File: config.mk
export PLATFORM = sky130hd
export DESIGN_NAME = rr_arbiter_4
export DESIGN_NICKNAME = d
export VERILOG_FILES = /design/src/rtl/rr_arbiter_4.sv
export SDC_FILE = /design/constraint.sdc
export NUM_CORES = 1
export LEC_CHECK = 0
export CAP_MARGIN = 20
export CORE_MARGIN = 5
export CORE_UTILIZATION = 45
export CTS_BUF_LIST = sky130_fd_sc_hd__clkbuf_8
export CTS_CLUSTER_DIAMETER = 80
export DETAILED_ROUTE_END_ITERATION = 16
export PLACE_DENSITY = 0.79
export SKIP_LAST_GASP = 1
export SLEW_MARGIN = 15
export SYNTH_ARGS = -nofsm -noshare
export SYNTH_HDL_FRONTEND = slang
export SYNTH_SLANG_ARGS = --single-unit
File: constraint.sdc
create_clock -name clk -period 2.2 [get_ports clk]
set_input_delay 0.33 -clock clk [delete_from_list [all_inputs] [get_ports clk]]
set_output_delay 0.33 -clock clk [all_outputs]
set_load 0.05 [all_outputs]
File: src/rtl/rr_arbiter_4.sv
// rr_arbiter_4: round-robin arbiter for 4 requesters with optional hold limit and a one-cycle release gap
module rr_arbiter_4 #(
    parameter int MAX_HOLD = 16,
    parameter int CNT_W    = 5
) (
    input  logic       clk,
    input  logic       rst,
    input  logic       en,
    input  logic [3:0] req,
    output logic [3:0] gnt,
    output logic [1:0] gnt_idx,
    output logic       gnt_valid,
    output logic       timeout
);
    typedef enum logic [1:0] {S_IDLE = 2'd0, S_GRANT = 2'd1, S_REL = 2'd2} state_t;
    state_t           r_state;
    logic [3:0]       r_gnt;
    logic [1:0]       r_idx;
    logic [1:0]       r_ptr;
    logic [CNT_W-1:0] r_hold;
    logic             r_timeout;
    logic [7:0]       w_dbl;
    logic [3:0]       w_rot;
    logic [1:0]       w_off;
    logic [1:0]       w_sel;
    logic             w_start;
    logic             w_limit;

    // rotate requests so the pointer lands on bit 0, then take the first set bit
    always_comb begin
        w_dbl   = {req, req};
        w_rot   = w_dbl[r_ptr +: 4];
        w_off   = w_rot[0] ? 2'd0 : w_rot[1] ? 2'd1 : w_rot[2] ? 2'd2 : 2'd3;
        w_sel   = r_ptr + w_off;
        w_start = en && (|req);
        w_limit = (MAX_HOLD != 0) && (r_hold == CNT_W'(MAX_HOLD - 1));
    end

    // single-process FSM; grant, index and timeout are all registered
    always_ff @(posedge clk or posedge rst) begin
        if (rst) begin
            r_state   <= S_IDLE;
            r_gnt     <= '0;
            r_idx     <= '0;
            r_ptr     <= '0;
            r_hold    <= '0;
            r_timeout <= 1'b0;
        end else begin
            r_timeout <= 1'b0;
            case (r_state)
                S_IDLE: begin
                    if (w_start) begin
                        r_state <= S_GRANT;
                        r_gnt   <= 4'b0001 << w_sel;
                        r_idx   <= w_sel;
                        r_hold  <= '0;
                    end
                end
                S_GRANT: begin
                    r_hold <= r_hold + 1'b1;
                    if (!req[r_idx] || w_limit) begin
                        r_state   <= S_REL;
                        r_gnt     <= '0;
                        r_ptr     <= r_idx + 2'd1;
                        r_hold    <= '0;
                        // a drop coinciding with the limit counts as a normal release
                        r_timeout <= req[r_idx];
                    end
                end
                S_REL: begin
                    r_hold <= '0;
                    if (w_start) begin
                        r_state <= S_GRANT;
                        r_gnt   <= 4'b0001 << w_sel;
                        r_idx   <= w_sel;
                    end else begin
                        r_state <= S_IDLE;
                    end
                end
                default: begin
                    r_state <= S_IDLE;
                    r_gnt   <= '0;
                    r_idx   <= '0;
                    r_hold  <= '0;
                end
            endcase
        end
    end

    assign gnt       = r_gnt;
    assign gnt_idx   = r_idx;
    assign gnt_valid = |r_gnt;
    assign timeout   = r_timeout;
endmodule

=== After elaboration in Yosys (flattened, before gate mapping) ===
Index checks and enable logic that the tools add are counted.

* Flip-flop bits (word level): 16
* Bits in latches: 0
* Bits in writable memories: 0
* Bits in read-only memories: 0
* Input bits: 7
* Output and inout bits: 8
* Word-level logic and storage cells: 49
* Memories: 0

* $add $sub $neg: 3
* $mul: 0
* Div/mod/pow operators: 0
* Magnitude comparators: 1
* Equality and inequality tests: 6
* Shift-type cells: 2
* Multiplexer cells: 19
* Bitwise gates (word level): 1
* Reduce and logical (&&, ||, !) cells: 11

{| class="wikitable"
|+ Operator list
! cell !! count
|-
| $mux W2 || 5
|-
| $mux W5 || 2
|-
| $pmux W5 S2 || 1
|-
| $mux W4 || 2
|-
| $pmux W4 S2 || 1
|-
| $reduce_and A2 Y1 || 4
|-
| $reduce_or A4 Y1 || 2
|-
| $shiftx A8 B3 Y3 || 1
|-
| $pmux W2 S3 || 1
|-
| $add A5 B1 Y5 const B || 1
|-
| $eq A5 B4 Y1 const B || 1
|-
| $mux W1 || 5
|-
| $ne A2 B2 Y1 const B || 2
|-
| $pmux W2 S2 || 1
|-
| $shl A1 B2 Y4 const A || 1
|-
| $lt A2 B3 Y1 const B || 1
|-
| $add A2 B1 Y2 const B || 1
|-
| $add A2 B2 Y2 || 1
|-
| $bmux W1 S2 || 1
|-
| $eq A2 B1 Y1 const B || 1
|-
| $eq A2 B2 Y1 const B || 1
|-
| $logic_not A2 Y1 || 1
|-
| $ne A2 B1 Y1 const B || 1
|-
| $reduce_or A2 Y1 || 1
|-
| 4 further kinds || 4
|}

=== Depth between registers and ports, before layout ===
Gate-level depths: netlist (run 1).

* Word-level depth: 8
* Depth in mapped cells: 8
* Depth with buffers taken out: 8

=== Worst setup path before layout (run 1) ===
OpenSTA, ideal clock, no wires.

* Path type: reg-to-reg
* Start point: register r_ptr[0]
* End point: register r_gnt[3] (netlist: gnt[3])
* Library setup time: 0.122 ns
* Data arrival time: 1.844 ns
* Required time: 2.078 ns
* Setup slack: 0.235 ns
* Cell stages (with the launch flop): 9
* Buffers on the path: 1
* Period minus slack after synthesis: 1.965 ns
* Cell sequence: dfrtp_1 buf_6 nor2b_1 a221oi_1 a21oi_1 a211o_1 ha_1 xor2_2 a32o_1

* Word-level cells in the longest chain between the ends: 8

{| class="wikitable"
|+ RTL lines
! item !! RTL line !! text
|-
| from (decl) || 19 || <nowiki>logic [1:0] r_ptr;</nowiki>
|-
| from (signal assigned) || 64 || <nowiki>r_ptr <= r_idx + 2'd1;</nowiki>
|-
| $shiftx A8 B3 Y3 || 32 || <nowiki>w_rot = w_dbl[r_ptr +: 4];</nowiki>
|-
| $mux W1 || 33 || <nowiki>w_off = w_rot[0] ? 2'd0 : w_rot[1] ? 2'd1 : w_rot[2] ? 2'd2 : 2'd3;</nowiki>
|-
| $mux W2 (2 in a row) || 33 ||
|-
| $add A2 B2 Y2 * || 34 || <nowiki>w_sel = r_ptr + w_off;</nowiki>
|-
| $shl A1 B2 Y4 * || 54, 74 ||
|-
| $mux W4 * || 52, 72 ||
|-
| $pmux W4 S2 * || 50 || <nowiki>case (r_state)</nowiki>
|-
| to (signal assigned) || 54 || <nowiki>r_gnt <= 4'b0001 << w_sel;</nowiki>
|-
| to (signal assigned) || 74 || <nowiki>r_gnt <= 4'b0001 << w_sel;</nowiki>
|-
| to (decl) || 17 || <nowiki>logic [3:0] r_gnt;</nowiki>
|}

Mark *: on every way between the ends. The rest lies on a longest branch, timed or not. The select of a mux whose other input is x is not followed.
A chain may end at the register's enable or synchronous reset.

=== Final worst setup path (run 1) ===
* Start point: input req[0]
* End point: register r_gnt[3] (netlist: gnt[3])

* Word-level cells in the longest chain between the ends: 8
* Elaborated cells on any way between the ends: 17
* Classes of those cells: add/sub (1); eq/ne (2); shift (2); mux (7); reduce/logical (5)

{| class="wikitable"
|+ RTL lines
! item !! RTL line !! text
|-
| from (decl) || 9 || <nowiki>input logic [3:0] req,</nowiki>
|-
| $shiftx A8 B3 Y3 || 32 ||
|-
| $mux W1 || 33 ||
|-
| $mux W2 (2 in a row) || 33 ||
|-
| $add A2 B2 Y2 || 34 ||
|-
| $shl A1 B2 Y4 || 54, 74 ||
|-
| $mux W4 || 52, 72 ||
|-
| $pmux W4 S2 || 50 ||
|}

Parallel ways exist; a longest one is shown, timed or not. The select of a mux whose other input is x is not followed.

==> impl_metrics.csv, run 1 <==
group,metric,value,unit
outcome,status,"finished, final reports clean",
critical_path,path_max_fanout,5,
timing,hold_viol_final,0,
timing,final.period_utilization,96.2,%
pwr,power.switching,0.810,mW
timing,relSlewSlack,59.4,%
critical_path,start_kind,"input pin",
critical_path,critical_path_arrival,2.25,ns
logic_synthesis,avgSynthCellArea,10.7,um2
global_routing,grt_pass1_wl,3240,um
pwr,power,1.69,mW
timing,slew_violations,0,
detailed_routing,wl_per_cell,14.4,um
pwr,power.clock.fraction,12.7,%
logic_synthesis,synth_area,895,um2
critical_path,rrSetupSlack,0.12,ns
critical_path,end_kind,"flip-flop",
detailed_routing,route.detailed.drc,0,
logic_synthesis,synth-seq-area-share,44.8,%
clocking,clk_path_buf_depth,2,
floorplan,dieArea,2980,um2
logic_synthesis,synthCells,84,
timing,whs,0.455,ns
clocking,hold_buffers,0,
pwr,p_per_area,1440,nW/um2
logic_synthesis,synth-edff-count,0,
logic_synthesis,yosys.area.top_type_share,44.8,%
clocking,clkSlewWorstSetupHoldPaths,0.06,ns
pwr,swShare,47.9,%
logic_synthesis,synth.largest_area_cell,"dfrtp_1",
logic_synthesis,synthArstFlopShare,100,%
pwr,p_leak,0.546,nW
floorplan,rows,16,
logic_synthesis,yosys_most_used_dff,"dfrtp_1",
floorplan,die_x,54.6,um
clocking,cts_tree,"done",
floorplan,dieHeight,54.6,um
timing,worst_slew_pin_slew,0.608,ns
logic_synthesis,synth_warnings,0,
cells_and_area,multi_input_area,467,um2
global_routing,use_met3,3.27,%
cells_and_area,diodes,0,
timing,clock.fmax,472,MHz
logic_synthesis,syn_nets,95,
timing,setup_viol,0,
floorplan,core_area,1920,um2
flow_run,drv_cap,0,
floorplan,io_pins,15,
logic_synthesis,yosys-top-cells-count,"dfrtp_1, nand2_1, inv_1, nor2_1, o21ai_0",
pwr,sequentialPowerShare,29.7,%
detailed_routing,routed_wl,1970,um
detailed_routing,vias_per_cell,5.44,
timing,fin_skew,0.00200,ns
timing,fin_crit,2.12,ns
logic_synthesis,synth.area.top_cells,"dfrtp_1, ha_1, a22o_1",
cells_and_area,final_nets,122,
detailed_routing,drtAntennaViolNets,0,
global_routing,first_global_vias,765,
timing,setup_tns,0,ns
cells_and_area,final_layout_size_suffix_gt1_share,22.0,%
cells_and_area,final_cell_area,1170,um2
detailed_routing,dr.pass1.iters,4,
global_routing,antenna_found_initial,0,
critical_path,path_class,"input pin to flip-flop",
global_routing,grt_usage,14.9,%
logic_synthesis,ys_types,32,
clocking,cts_root_buffer,"clkbuf_8",
cells_and_area,regArea,400,um2
clocking,clk_latency,0.24,ns
clocking,clock_sinks,16,
critical_path,required,2.33,ns
global_routing,met1_usage,19.3,%
global_routing,grt_max_degree,17,
logic_synthesis,synth.ff_latch_count,16,
placement,dp_hpwl,1430,um
placement,routabilityCongestion,0.884,
cells_and_area,area_growth,31.2,%
clocking,cts_buffers,3,
logic_synthesis,synth.most_common_cell,"dfrtp_1",
pwr,ir_drop,1330,uV
pwr,p_comb_share,57.6,%
placement,port-buffer-count,14,
pwr,internal-power,0.880,mW
placement,dpl_cell_area,1120,um2
detailed_routing,drtIter0Drc,22,
cells_and_area,nFillCells,168,
worst_hold_path,hp-class,"input pin to async pin",
global_routing,grt_use_met2,23.8,%
global_routing,gr-max-usage-layer,"met2",
detailed_routing,vias,740,
clocking,cts_setup_buffers,0,
floorplan,initial_core_util,46.5,%
clocking,cts_htree_levels,1,
global_routing,overflow,0,
## critical path, cell delays in order
cell	delay [ns]
clkdlybuf4s50_1	0.49
nor2_1	0.08
a221oi_2	0.31
a21oi_1	0.06
a211o_1	0.26
ha_1	0.22
xor2_2	0.21
a32o_1	0.29
## stage by stage
step | instances | utilization [%] | setup WS [ns]
after floorplan | 84 | - | 0.235
after global placement | 133 | 58.5 | -0.102
after detailed placement | 133 | 58.5 | -0.161
after CTS | 136 | 60.6 | 0.0910
after global routing | 136 | 61.1 | -0.00910
final | 136 | 61.1 | 0.0828
## final timing paths
check,cells past startpoint,startpoint,end
max,8,req[0],gnt[3]
min reg2reg,1,r_hold[3],r_hold[3]
max in group asynchronous,2,rst,timeout
min,2,rst,gnt[0]
min in group clk,1,r_hold[3],r_hold[3]
max reg2reg,7,r_ptr[0],gnt[3]
## routing by layer
layer  vias up  part of all wire, %
li1        356                    -
met1       360                   43
met2        20                   52
met3         4                  3.7
met4         0                 0.71
met5         -                    0
## state kept, by name, summed over array words and instances, names as in the netlist
signal   cells
gnt          4
timeout      1
r_state      2
r_hold       5
r_ptr        2
gnt_idx      2
## power by group through the flow
stage               combinational, mW  sequential [mW]  clock, mW
global route                     1.05            0.520      0.232
floorplan                       0.543            0.652          0
CTS                             0.972            0.501      0.218
global placement                0.958            0.499          0
finish                          0.973            0.503      0.215
detailed placement              0.981            0.504          0
## cells by family after synthesis
logic type / Yosys count / share of synthesized area [%]
XOR/XNOR: 2 / 2.80
AND/OR/NAND/NOR: 29 / 17.9
multiplexers: 2 / 4.20
AO/OA/AOI/OAI: 24 / 21.0
adder cells (fa/ha/maj): 4 / 5.59
flip-flops: 16 / 44.8
buffers and inverters: 7 / 3.78
## cells in the final DEF, fill, tap and decap left out, types with 2 or more instances in the layout
master            n
buf_4             9
a21oi_1           4
nor2b_1           3
nor3_1            2
a22o_1            4
and3_1            2
nand2_1           8
o31ai_1           2
dfrtp_1          16
ha_1              4
clkbuf_8          3
inv_1             6
nand2b_1          2
nor2_1            6
clkdlybuf4s50_1  12
o21ai_0           6
## area by class of cell
class                           instances  share of cell area [%]
Inverter                                6                    1.92
Clock buffer                            3                    3.52
Sequential cell                        16                    34.1
Timing Repair Buffer                   23                    17.8
Tap cell                               27                    2.88
Multi-Input combinational cell         61                    39.8
## repair_timing
item                       CTS  global route
setup endpoints to repair    1             4
pin swaps                    0             0
gates cloned                 0             0
resized for setup            1             2
No activity file was read; power rests on OpenSTA's default activity.
==> run 2: changes to the inputs <==
--- a/config.mk
+++ b/config.mk
@@ -6,7 +6,6 @@
 export NUM_CORES = 1
 export LEC_CHECK = 0
 export CAP_MARGIN = 20
-export CORE_MARGIN = 5
 export CORE_UTILIZATION = 45
 export CTS_BUF_LIST = sky130_fd_sc_hd__clkbuf_8
 export CTS_CLUSTER_DIAMETER = 80
==> impl_metrics.csv, run 2 (synthesis gave the netlist of run 1 again) <==
group,metric,value,unit
timing,final.period_utilization,94.8,%
clocking,clkSlewWorstSetupHoldPaths,0.06,ns
timing,fin_crit,2.09,ns
clocking,cts_tree,"done",
placement,port-buffer-count,14,
clocking,clock_sinks,16,
detailed_routing,drtAntennaViolNets,0,
cells_and_area,final_cell_area,1170,um2
cells_and_area,final_nets,121,
critical_path,end_kind,"flip-flop",
flow_run,drv_cap,0,
cells_and_area,nFillCells,155,
timing,hold_viol_final,0,
critical_path,required,2.33,ns
detailed_routing,wl_per_cell,13.6,um
cells_and_area,layout_commonest_cell,"dfrtp_1",
pwr,ir_drop,1650,uV
timing,rsz0062_at_grt,"no",
floorplan,core_area,1800,um2
floorplan,die_x,46.6,um
detailed_routing,vias_per_cell,5.49,
critical_path,r2r-end,"gnt[3]",
worst_hold_path,hp-class,"input pin to async pin",
timing,relSlewSlack,60.4,%
cells_and_area,final_cell_mix,"dfrtp_1, clkdlybuf4s50_1, nand2_1, buf_4",
clocking,clk_path_buf_depth,2,
timing,fin_skew,0.00113,ns
critical_path,start_kind,"input pin",
clocking,hold_buffers,0,
pwr,power,1.70,mW
placement,dpl_cell_area,1110,um2
placement,routabilityCongestion,0.723,
clocking,cts_buffers,3,
cells_and_area,largest_reg_flops,5,
timing,whs,0.447,ns
global_routing,first_global_vias,676,
outcome,status,"finished, final reports clean",
timing,worst_slew_pin_slew,0.593,ns
critical_path,rrSetupSlack,0.14,ns
detailed_routing,dr.pass1.iters,4,
critical_path,path_max_fanout,5,
detailed_routing,vias,735,
cells_and_area,final_layout_size_suffix_gt1_share,21.1,%
detailed_routing,drtIter0Drc,16,
floorplan,io_pins,15,
timing,setup_viol,0,
global_routing,grt_max_degree,17,
global_routing,grt_pass1_wl,2930,um
timing,slew_violations,0,
floorplan,initial_core_util,49.7,%
cells_and_area,diodes,0,
cells_and_area,area_growth,30.6,%
clocking,cts_root_buffer,"clkbuf_8",
placement,dp_hpwl,1430,um
critical_path,path_class,"input pin to flip-flop",
critical_path,critical_path_arrival,2.22,ns
pwr,p_leak,0.535,nW
pwr,p_per_area,1460,nW/um2
critical_path,r2r_start,"r_ptr[0]",
floorplan,rows,15,
floorplan,dieArea,2170,um2
detailed_routing,routed_wl,1830,um
global_routing,antenna_found_initial,0,
global_routing,grt_usage,19.3,%
clocking,clk_latency,0.24,ns
timing,clock.fmax,480,MHz
critical_path,r2r_cells,7,
global_routing,overflow,0,
floorplan,dieHeight,46.6,um
clocking,cts_htree_levels,1,
detailed_routing,route.detailed.drc,0,
cells_and_area,top_register,"r_hold",
run 2: cell types whose count changed in the layout (fill, tap and decap cells not counted):
| cell | change |
|---|---|
| a221oi_1 | +1 |
| a221oi_2 | -1 |
| buf_4 | -1 |
| clkbuf_8 | +1 |
| clkdlybuf4s50_1 | +1 |
| dlymetal6s2s_1 | -1 |
run 2: power by group:
group          switching (mW)  leakage, nW  internal (mW)  total [mW]
Combinational           0.587        0.298          0.360       0.946
Clock                  0.0953       0.0288          0.158       0.254
Sequential              0.112        0.209          0.392       0.504
Total                   0.794        0.535          0.910        1.70
run 2: metal layers:
metal | part of all wire (%) | global-route usage (%) | vias up
li1 | - | - | 352
met1 | 44 | 25.9 | 363
met2 | 52 | 31.1 | 16
met3 | 3.3 | 4.71 | 4
met4 | 1.1 | 4.71 | 0
met5 | 0 | 0 | -
run 2: worst max-delay path, cell delays in order:
cell and delay (ns):
clkdlybuf4s50_1 0.48, nor2_1 0.06, a221oi_1 0.29, a21oi_1 0.07, a211o_1 0.26, ha_1 0.22
xor2_2 0.21, a32o_1 0.29
run 2: worst max path at each step:
stage	from	end	depth (start not counted)
2_1_floorplan	r_ptr[0]	gnt[3]	8
3_3_place_gp	req[0]	gnt[3]	8
3_5_place_dp	req[0]	gnt[3]	8
4_1_cts	req[0]	gnt[3]	8
5_1_grt	req[0]	gnt[3]	8
6_report	req[0]	gnt[3]	8
run 2: timing repair:
item                       4_1_cts  5_1_grt
resized for setup                1        0
setup buffers                    0        0
setup endpoints to repair        1        0
run 2: area by class of cell:
class	instances	area, um2	area share [%]
Sequential cell	16	400	34.3
Multi-Input combinational cell	61	460	39.4
Tap cell	25	31.3	2.68
Inverter	6	22.5	1.93
Clock buffer	4	55.1	4.71
Timing Repair Buffer	22	199	17.0
run 2: per-stage QoR:
step | util, % | std cells | setup TNS [ns] | setup slack, ns
5_1_grt | 64.9 | 134 | 0 | 0.0437
3_5_place_dp | 61.9 | 130 | -0.407 | -0.151
6_report | 64.9 | 134 | 0 | 0.115
2_1_floorplan | - | 84 | 0 | 0.235
4_1_cts | 64.9 | 134 | 0 | 0.112
3_3_place_gp | 61.9 | 130 | -0.161 | -0.0766
